==> config.mk <==
export PLATFORM = sky130hd
export DESIGN_NAME = cmsdk_ahb_dma_copier_flat
export DESIGN_NICKNAME = d
export VERILOG_FILES = /design/src/rtl/cmsdk_ahb_dma_copier_pkg.sv /design/src/rtl/cmsdk_ahb_dma_copier_if.sv /design/src/rtl/cmsdk_ahb_dma_copier.sv /design/src/flat_wrapper.sv
export SDC_FILE = /design/constraint.sdc
export NUM_CORES = 1
export LEC_CHECK = 0
export CAP_MARGIN = 5
export CORE_MARGIN = 2
export CORE_UTILIZATION = 40
export DETAILED_ROUTE_END_ITERATION = 10
export PLACE_DENSITY_LB_ADDON = 0.12
export SLEW_MARGIN = 15
export SYNTH_ARGS = -nofsm -noshare
export SYNTH_HDL_FRONTEND = slang
export SYNTH_SLANG_ARGS = --single-unit
==> constraint.sdc <==
create_clock -name HCLK -period 4.4 [get_ports HCLK]
set_input_delay 0.88 -clock HCLK [delete_from_list [all_inputs] [get_ports HCLK]]
set_output_delay 0.88 -clock HCLK [all_outputs]
set_load 0.01 [all_outputs]
==> src/rtl/cmsdk_ahb_dma_copier_pkg.sv <==
// Shared constants and FSM state type for the single-channel AHB-Lite word copier.
package cmsdk_ahb_dma_copier_pkg;

  localparam logic [1:0] HTRANS_IDLE     = 2'b00;
  localparam logic [1:0] HTRANS_NONSEQ   = 2'b10;
  localparam logic [2:0] HSIZE_WORD      = 3'b010;
  localparam logic [2:0] HBURST_SINGLE   = 3'b000;
  localparam logic [3:0] HPROT_DATA_PRIV = 4'b0011;

  typedef enum logic [2:0] {
    StIdle = 3'd0,
    StRdA  = 3'd1,
    StRdD  = 3'd2,
    StWrA  = 3'd3,
    StWrD  = 3'd4,
    StFin  = 3'd5
  } state_e;

  // Word stride; wraps silently at the top of the 32-bit space.
  function automatic logic [31:0] addr_next(input logic [31:0] a);
    return a + 32'd4;
  endfunction

endpackage

==> src/rtl/cmsdk_ahb_dma_copier_if.sv <==
// AHB-Lite manager-side signal bundle for the word copier.
interface cmsdk_ahb_dma_copier_if;
  logic [31:0] HADDR;
  logic [1:0]  HTRANS;
  logic [2:0]  HSIZE;
  logic [2:0]  HBURST;
  logic [3:0]  HPROT;
  logic        HMASTLOCK;
  logic        HWRITE;
  logic [31:0] HWDATA;
  logic        HREADY;
  logic [31:0] HRDATA;
  logic        HRESP;

  modport master (
    output HADDR, HTRANS, HSIZE, HBURST, HPROT, HMASTLOCK, HWRITE, HWDATA,
    input  HREADY, HRDATA, HRESP
  );

  modport slave (
    input  HADDR, HTRANS, HSIZE, HBURST, HPROT, HMASTLOCK, HWRITE, HWDATA,
    output HREADY, HRDATA, HRESP
  );
endinterface

==> src/rtl/cmsdk_ahb_dma_copier.sv <==
// Single-channel AHB-Lite manager copying len 32-bit words from src to dst.
// Each word is a read (address + data phase) then a write (address + data phase),
// never overlapped. Optional feature macro: CMSDK_AHB_DMA_CHKSUM_EN adds an
// XOR checksum of every word read.
module cmsdk_ahb_dma_copier
  import cmsdk_ahb_dma_copier_pkg::*;
#(
  parameter int unsigned LEN_W = 16
) (
  input  logic             HCLK,
  input  logic             HRESETn,
  input  logic             cmd_start,
  input  logic [31:0]      cmd_src,
  input  logic [31:0]      cmd_dst,
  input  logic [LEN_W-1:0] cmd_len,
  output logic             busy,
  output logic             done,
  output logic             error,
  cmsdk_ahb_dma_copier_if.master ahb
`ifdef CMSDK_AHB_DMA_CHKSUM_EN
  ,
  output logic [31:0]      chksum
`endif
);

  state_e           state_q, state_d;
  logic [31:0]      src_q, src_d;
  logic [31:0]      dst_q, dst_d;
  logic [LEN_W-1:0] len_q, len_d;
  logic [31:0]      buf_q, buf_d;
  logic             err_q, err_d;   // termination cause, consumed in StFin
  logic             done_q, done_d;
  logic             error_q, error_d;
`ifdef CMSDK_AHB_DMA_CHKSUM_EN
  logic [31:0]      chksum_q, chksum_d;
`endif

  // State and datapath registers with synchronous active-low reset.
  always_ff @(posedge HCLK) begin
    if (!HRESETn) begin
      state_q  <= StIdle;
      src_q    <= '0;
      dst_q    <= '0;
      len_q    <= '0;
      buf_q    <= '0;
      err_q    <= 1'b0;
      done_q   <= 1'b0;
      error_q  <= 1'b0;
`ifdef CMSDK_AHB_DMA_CHKSUM_EN
      chksum_q <= '0;
`endif
    end else begin
      state_q  <= state_d;
      src_q    <= src_d;
      dst_q    <= dst_d;
      len_q    <= len_d;
      buf_q    <= buf_d;
      err_q    <= err_d;
      done_q   <= done_d;
      error_q  <= error_d;
`ifdef CMSDK_AHB_DMA_CHKSUM_EN
      chksum_q <= chksum_d;
`endif
    end
  end

  // Next-state and datapath updates; every phase advances only on HREADY.
  always_comb begin
    state_d  = state_q;
    src_d    = src_q;
    dst_d    = dst_q;
    len_d    = len_q;
    buf_d    = buf_q;
    err_d    = err_q;
    done_d   = 1'b0;
    error_d  = 1'b0;
`ifdef CMSDK_AHB_DMA_CHKSUM_EN
    chksum_d = chksum_q;
`endif
    unique case (state_q)
      StIdle: begin
        if (cmd_start) begin
          src_d   = cmd_src & ~32'h3;
          dst_d   = cmd_dst & ~32'h3;
          len_d   = cmd_len;
          err_d   = 1'b0;
`ifdef CMSDK_AHB_DMA_CHKSUM_EN
          chksum_d = '0;
`endif
          state_d = (cmd_len == '0) ? StFin : StRdA;
        end
      end
      StRdA: begin
        if (ahb.HREADY) state_d = StRdD;
      end
      StRdD: begin
        // ERROR is acted on in its first (HREADY=0) cycle so no new NONSEQ follows.
        if (ahb.HRESP) begin
          err_d   = 1'b1;
          state_d = StFin;
        end else if (ahb.HREADY) begin
          buf_d   = ahb.HRDATA;
`ifdef CMSDK_AHB_DMA_CHKSUM_EN
          chksum_d = chksum_q ^ ahb.HRDATA;
`endif
          state_d = StWrA;
        end
      end
      StWrA: begin
        if (ahb.HREADY) state_d = StWrD;
      end
      StWrD: begin
        if (ahb.HRESP) begin
          err_d   = 1'b1;
          state_d = StFin;
        end else if (ahb.HREADY) begin
          src_d   = addr_next(src_q);
          dst_d   = addr_next(dst_q);
          len_d   = len_q - LEN_W'(1);
          state_d = (len_q == LEN_W'(1)) ? StFin : StRdA;
        end
      end
      StFin: begin
        done_d  = ~err_q;
        error_d = err_q;
        state_d = StIdle;
      end
      default: state_d = StIdle;
    endcase
  end

  // Bus outputs decoded from the current state; stable while a phase is stalled.
  always_comb begin
    ahb.HTRANS    = HTRANS_IDLE;
    ahb.HADDR     = '0;
    ahb.HWRITE    = 1'b0;
    ahb.HWDATA    = '0;
    ahb.HSIZE     = HSIZE_WORD;
    ahb.HBURST    = HBURST_SINGLE;
    ahb.HPROT     = HPROT_DATA_PRIV;
    ahb.HMASTLOCK = 1'b0;
    unique case (state_q)
      StRdA: begin
        ahb.HTRANS = HTRANS_NONSEQ;
        ahb.HADDR  = src_q;
      end
      StRdD: ahb.HADDR = src_q;
      StWrA: begin
        ahb.HTRANS = HTRANS_NONSEQ;
        ahb.HWRITE = 1'b1;
        ahb.HADDR  = dst_q;
      end
      StWrD: begin
        ahb.HADDR  = dst_q;
        ahb.HWDATA = buf_q;
      end
      default: ;
    endcase
  end

  assign busy  = (state_q != StIdle);
  assign done  = done_q;
  assign error = error_q;
`ifdef CMSDK_AHB_DMA_CHKSUM_EN
  assign chksum = chksum_q;
`endif

endmodule

==> src/flat_wrapper.sv <==
// flat-port wrapper written by rule: the top's interface ports become plain ports
module cmsdk_ahb_dma_copier_flat import cmsdk_ahb_dma_copier_pkg::*;
#(
  parameter int unsigned LEN_W = 16
)
  (HCLK, HRESETn, cmd_start, cmd_src, cmd_dst, cmd_len, busy, done, error, ahb_HADDR, ahb_HTRANS, ahb_HSIZE, ahb_HBURST, ahb_HPROT, ahb_HMASTLOCK, ahb_HWRITE, ahb_HWDATA, ahb_HREADY, ahb_HRDATA, ahb_HRESP);
  cmsdk_ahb_dma_copier_if ahb_i ();
  input  logic HCLK;
  input  logic HRESETn;
  input  logic cmd_start;
  input  logic [31:0] cmd_src;
  input  logic [31:0] cmd_dst;
  input  logic [LEN_W-1:0] cmd_len;
  output logic busy;
  output logic done;
  output logic error;
  output wire logic [$bits(ahb_i.HADDR)-1:0] ahb_HADDR;
  output wire logic [$bits(ahb_i.HTRANS)-1:0] ahb_HTRANS;
  output wire logic [$bits(ahb_i.HSIZE)-1:0] ahb_HSIZE;
  output wire logic [$bits(ahb_i.HBURST)-1:0] ahb_HBURST;
  output wire logic [$bits(ahb_i.HPROT)-1:0] ahb_HPROT;
  output wire logic [$bits(ahb_i.HMASTLOCK)-1:0] ahb_HMASTLOCK;
  output wire logic [$bits(ahb_i.HWRITE)-1:0] ahb_HWRITE;
  output wire logic [$bits(ahb_i.HWDATA)-1:0] ahb_HWDATA;
  input wire logic [$bits(ahb_i.HREADY)-1:0] ahb_HREADY;
  input wire logic [$bits(ahb_i.HRDATA)-1:0] ahb_HRDATA;
  input wire logic [$bits(ahb_i.HRESP)-1:0] ahb_HRESP;
  assign ahb_HADDR = ahb_i.HADDR;
  assign ahb_HTRANS = ahb_i.HTRANS;
  assign ahb_HSIZE = ahb_i.HSIZE;
  assign ahb_HBURST = ahb_i.HBURST;
  assign ahb_HPROT = ahb_i.HPROT;
  assign ahb_HMASTLOCK = ahb_i.HMASTLOCK;
  assign ahb_HWRITE = ahb_i.HWRITE;
  assign ahb_HWDATA = ahb_i.HWDATA;
  assign ahb_i.HREADY = ahb_HREADY;
  assign ahb_i.HRDATA = ahb_HRDATA;
  assign ahb_i.HRESP = ahb_HRESP;
  cmsdk_ahb_dma_copier #(.LEN_W(LEN_W)) u_core (.HCLK(HCLK), .HRESETn(HRESETn), .cmd_start(cmd_start), .cmd_src(cmd_src), .cmd_dst(cmd_dst), .cmd_len(cmd_len), .busy(busy), .done(done), .error(error), .ahb(ahb_i));
endmodule
Word level (Yosys, flattened, before mapping). Index checks and enable logic that the tools add are counted.

Add/subtract/negate cells: 3. Equality and inequality tests: 14. Multiplexer cells: 29. Bitwise logic cells: 2. Reductions and logical operators: 14.

Operators by type and width (count): $mux W32 (7); $pmux W32 S2 (3); $add A32 B3 Y32 const B (2); $mux W16 (3); $pmux W16 S2 (1); $mux W3 (9); $eq A16 B1 Y1 const B (1); $logic_not A16 Y1 (1); $sub A16 B1 Y16 const B (1); $pmux W3 S5 (1); $ne A2 B2 Y1 const B (5); $reduce_or A2 Y1 (4); $eq A3 B2 Y1 const B (2); $eq A3 B3 Y1 const B (2); $ne A3 B3 Y1 const B (2); $reduce_and A3 Y1 (2); $reduce_and A5 Y1 (1); $reduce_and A4 Y1 (1); $reduce_bool A2 Y1 (2); $eq A3 B1 Y1 const B (1); $logic_not A3 Y1 (1); $mux W1 (3); $reduce_bool A3 Y1 (1); $mux W2 (1); other kinds (4) (5).

Register bits: 118. Input port bits: 117. Output and inout bits: 81. Logic and storage cells: 70.

Logic depth before layout (Yosys ltp).
Depth after elaboration: 5. Depth in mapped cells: 8. Mapped depth without buffers: 7.

Worst setup path after synthesis. Ideal clock, no wire load.

Path type: register to output. Start point: register u_core.state_q[1]. End point: output ahb_HADDR[10]. Data arrival time: 1.638 ns. Path slack: 1.882 ns. Cell stages (with the launch flop): 7. Cells stage by stage: dfxtp_1 -> buf_1 -> nor2b_1 -> and2_1 -> nand2b_1 -> clkbuf_1 -> a22o_1.

Cells in the longest elaborated chain, start to end: 3.

Ends and longest elaborated chain: start: declaration (line cmsdk_ahb_dma_copier.sv:26) `state_e state_q, state_d;`; start signal: assignment (line cmsdk_ahb_dma_copier.sv:41) `state_q <= StIdle;`; start signal: assignment (line cmsdk_ahb_dma_copier.sv:53) `state_q <= state_d;`; $eq A3 B2 Y1 (tied with other cells) (line cmsdk_ahb_dma_copier.sv:142) `unique case (state_q)`; $reduce_or A2 Y1 (no line); $pmux W32 S2 * (line cmsdk_ahb_dma_copier.sv:142); end: declaration (line flat_wrapper.sv:17) `output wire logic [$bits(ahb_i.HADDR)-1:0] ahb_HADDR;`.

Every way passes the cells marked *; elsewhere a longest branch is shown, timed or not.

Final worst setup path.
Start point: register u_core.state_q[2]. End point: output ahb_HADDR[22].

The elaborated chain is that of the path after synthesis.

==> out/qor.yml <==
outcome:
  outcome: "finished clean"
placement:
  gp_routability_congestion: 0.852
  preCtsSetupSlack_ps: 1160
  hpwlAfterDp_mm: 15.2
  io_buffers: 179
  numPlacedInstances: 1272
clocking:
  ctsLongestPathBuffers: 2
  cts_inserted_buffers: 17
  path_clk_slew_ps: 50
  post_cts_buffers: 0
  tritoncts: "done"
  clk-insertion-delay-late_ps: 420
  clock-sinks: 114
  cts_hold_buf: 0
  cts-root-buf: "clkbuf_16"
  post_cts_resized: 0
  htreeDepth: 4
drt:
  drcViolationCount: 0
  drt-pass1-iter-count: 5
  postRouteAntennaNets: 0
  post_dr_vias_cell: 5.78
  route.vias.total: 7542
  avgRoutedWirePerCell_um: 17.7
  wl_mm: 23.0
  first_iter_violations: 637
setup_path:
  critical_path_cell_by_cell: "or3b_4 > nand2b_1 > buf_4 > a22o_1 > clkdlybuf4s50_1"
  crit_path_start_kind: "register"
  worst_ep_arrival_time_ps: 2830
  criticalPathCategory: "reg2out"
  timing.critical_path.required_ps: 3520
  regToRegSetupSlack_ps: 1610
  critPathBufInv: 2
  worst_path_largest_cell_delay_ps: 680
  cpMaxStageDelayCell: "dfxtp_1"
  critPathTopFamily: "buffers and inverters"
  critical_path_peak_fanout: 30
  cp-end-kind: "primary output"
grt:
  grt_total_ovfl: 0
  grt_start_max_net_pins: 73
  antenna_found_initial: 0
  global_route_wire_length_before_repair_mm: 36.2
  vias_in_the_first_global_route: 6835
  global_route_total_usage_across_every_layer_pct: 24.9
sta:
  final-max-slew-violation-count: 0
  fin_setup_tns_ps: 0
  maximum_clock_frequency_ghz: 0.270
  grt_setup_unrepaired: "no"
  finalWorstPathRequiredPeriod_ps: 3710
  slew_headroom_pct: 33.0
  final.setup_skew_ps: 7.07
  finalSetupViolations: 0
  timing_worst_slew_pin_value_ps: 996
  timing.final.crit_share_pct: 84.2
  final_hold_viol_count: 0
  setup_slack_ps: 694
synth:
  synth-async-reset-ratio_pct: 0
  dominantRegCellSynth: "dfxtp_1"
  synth.ff_latch_count: 114
  synthAdderAreaFrac_pct: 0.730
  xor_xnor_share_of_the_synthesized_area_pct: 0.255
  synthMostInstantiatedCell: "nand2_1"
  synth_commonest_cells: "nand2_1 (129), dfxtp_1 (114), nor2_1 (86)"
  synth_top_cell_by_area: "dfxtp_1"
  synth.cell_area_um2: 6860
  multiplexer_share_of_the_synthesized_area_pct: 1.17
  syn_area_per_cell_um2: 7.33
  synthDistinctLibCells: 64
  synth-warning-count: 0
  synth-compound-area-share_pct: 29.3
  synth_enable_flop_cells: 0
  largest_family_of_logic_cells_by_synthesized_area: "compound AO/OA/AOI/OAI gates"
  yosysSeqAreaShare_pct: 33.3
  synth_top_cells_by_area: "dfxtp_1 (33%), nand2_1 (7.1%), a21oi_1 (6.2%)"
  area_fraction_of_the_dominant_cell_type_after_synthesis_pct: 33.3
  post_synth_inst_count: 935
  area_share_of_and_or_nand_nor_cells_after_synthesis_pct: 28.8
floorplanning:
  core_region_area_um2: 16600
  fp.dieW_um: 135
  standard_cell_row_count: 47
  top_level_ports: 198
  dieArea_um2: 18200
  floorplan.die.height_um: 135
  floorplan.initialDensity_pct: 41.2
cells_and_area:
  post_route_cells_drive_above_1_share_pct: 6.09
  num_antenna_cells: 0
  num-nets-final: 1192
  non_filler_instance_count_after_layout: 1304
  synthToLayoutAreaGrowth_pct: 36.7
hold_path:
  worst_hold_path_type: "reg2reg"
power_and_ir_drop:
  vdd_drop_max_uv: 347
  total_leakage_power_uw: 0.00327
  power_density_nw_per_um2: 593
flow_run:
  cap_viol_max_count: 0
-- kinds of logic after synthesis --
kind of cell / after synthesis
multiplexers: 8
adder cells (fa/ha/maj): 4
flip-flops: 114
XOR/XNOR: 2
buffers and inverters: 101
other: 2
AND/OR/NAND/NOR: 403
AO/OA/AOI/OAI: 301
-- cell type report --
cell class,instances,area (µm²)
tap,220,275
fill,1613,7270
multi-input combinational,732,4210
timing repair buffer,197,1930
sequential,114,2280
clock buffer,22,464
clock inverter,10,180
inverter,9,33.8
-- layout by cell type (no fill, tap or decap), types with 6 or more instances in the layout --
cell type,Yosys,layout
a211oi_1,16,16
a21oi_1,85,85
a22o_1,36,36
a22oi_1,11,11
a31oi_1,11,11
and2_1,42,42
and3_1,12,12
buf_4,14,18
clkbuf_16,0,17
clkdlybuf4s50_1,0,179
conb_1,2,14
dfxtp_1,114,114
inv_1,9,8
mux2i_1,8,8
nand2_1,129,129
nand3_1,34,34
nand4_1,19,19
nor2_1,86,85
nor3_1,25,24
nor4_1,14,14
o211ai_1,6,6
o21ai_0,57,57
o221a_2,6,6
o221ai_1,7,7
o22ai_1,16,16
or3_1,8,8
-- path summary, 6_finish.rpt --
path                                   startpoint  cells after the start                to
worst max-delay path            u_core.state_q[2]                      5     ahb_HADDR[22]
worst min-delay path             u_core.buf_q[11]                      2  u_core.buf_q[11]
worst max register to register  u_core.state_q[2]                      6  u_core.src_q[28]
worst min register to register   u_core.buf_q[11]                      2  u_core.buf_q[11]
-- state kept, by name (all words and copies together) (netlist names) --
register,cells
u_core.len_q,16
u_core.error,1
u_core.src_q,30
u_core.dst_q,30
u_core.done,1
u_core.state_q,3
u_core.buf_q,32
u_core.err_q,1
-- stage by stage --
step | util [%] | power [µW] | hold slack (ps) | area (µm²)
2_1_floorplan | - | 3170 | 419 | 6900
3_3_place_gp | 52.4 | 3990 | 438 | 8730
3_5_place_dp | 52.4 | 4000 | 442 | 8730
4_1_cts | 56.3 | 5540 | 449 | 9370
5_1_grt | 56.3 | 5900 | 460 | 9370
6_report | 56.3 | 5560 | 447 | 9370
-- worst reg2reg max path: stages, from the launching register on --
cell     delay, ps
dfxtp_1        680
nor3b_2        310
buf_4          640
nand2_1        530
nor3_1         310
nand4_1        130
nand3_1        130
-- layer usage --
metal  vias up  global-route usage [%]  routed length (µm)
li1       3690                       -                   -
met1      3533                    35.9               10800
met2       290                    37.7               10400
met3        29                    5.26                1490
met4         0                    6.49                 312
met5         -                       0                   0
-- report_power, final --
part           internal [µW]  switching, µW  leakage (µW)
Sequential              1320            433      0.000932
Clock                   1030            499      0.000310
Combinational            945           1330       0.00203
Total                   3300           2260       0.00327
Note: power is estimated with default switching activity, not from simulation.
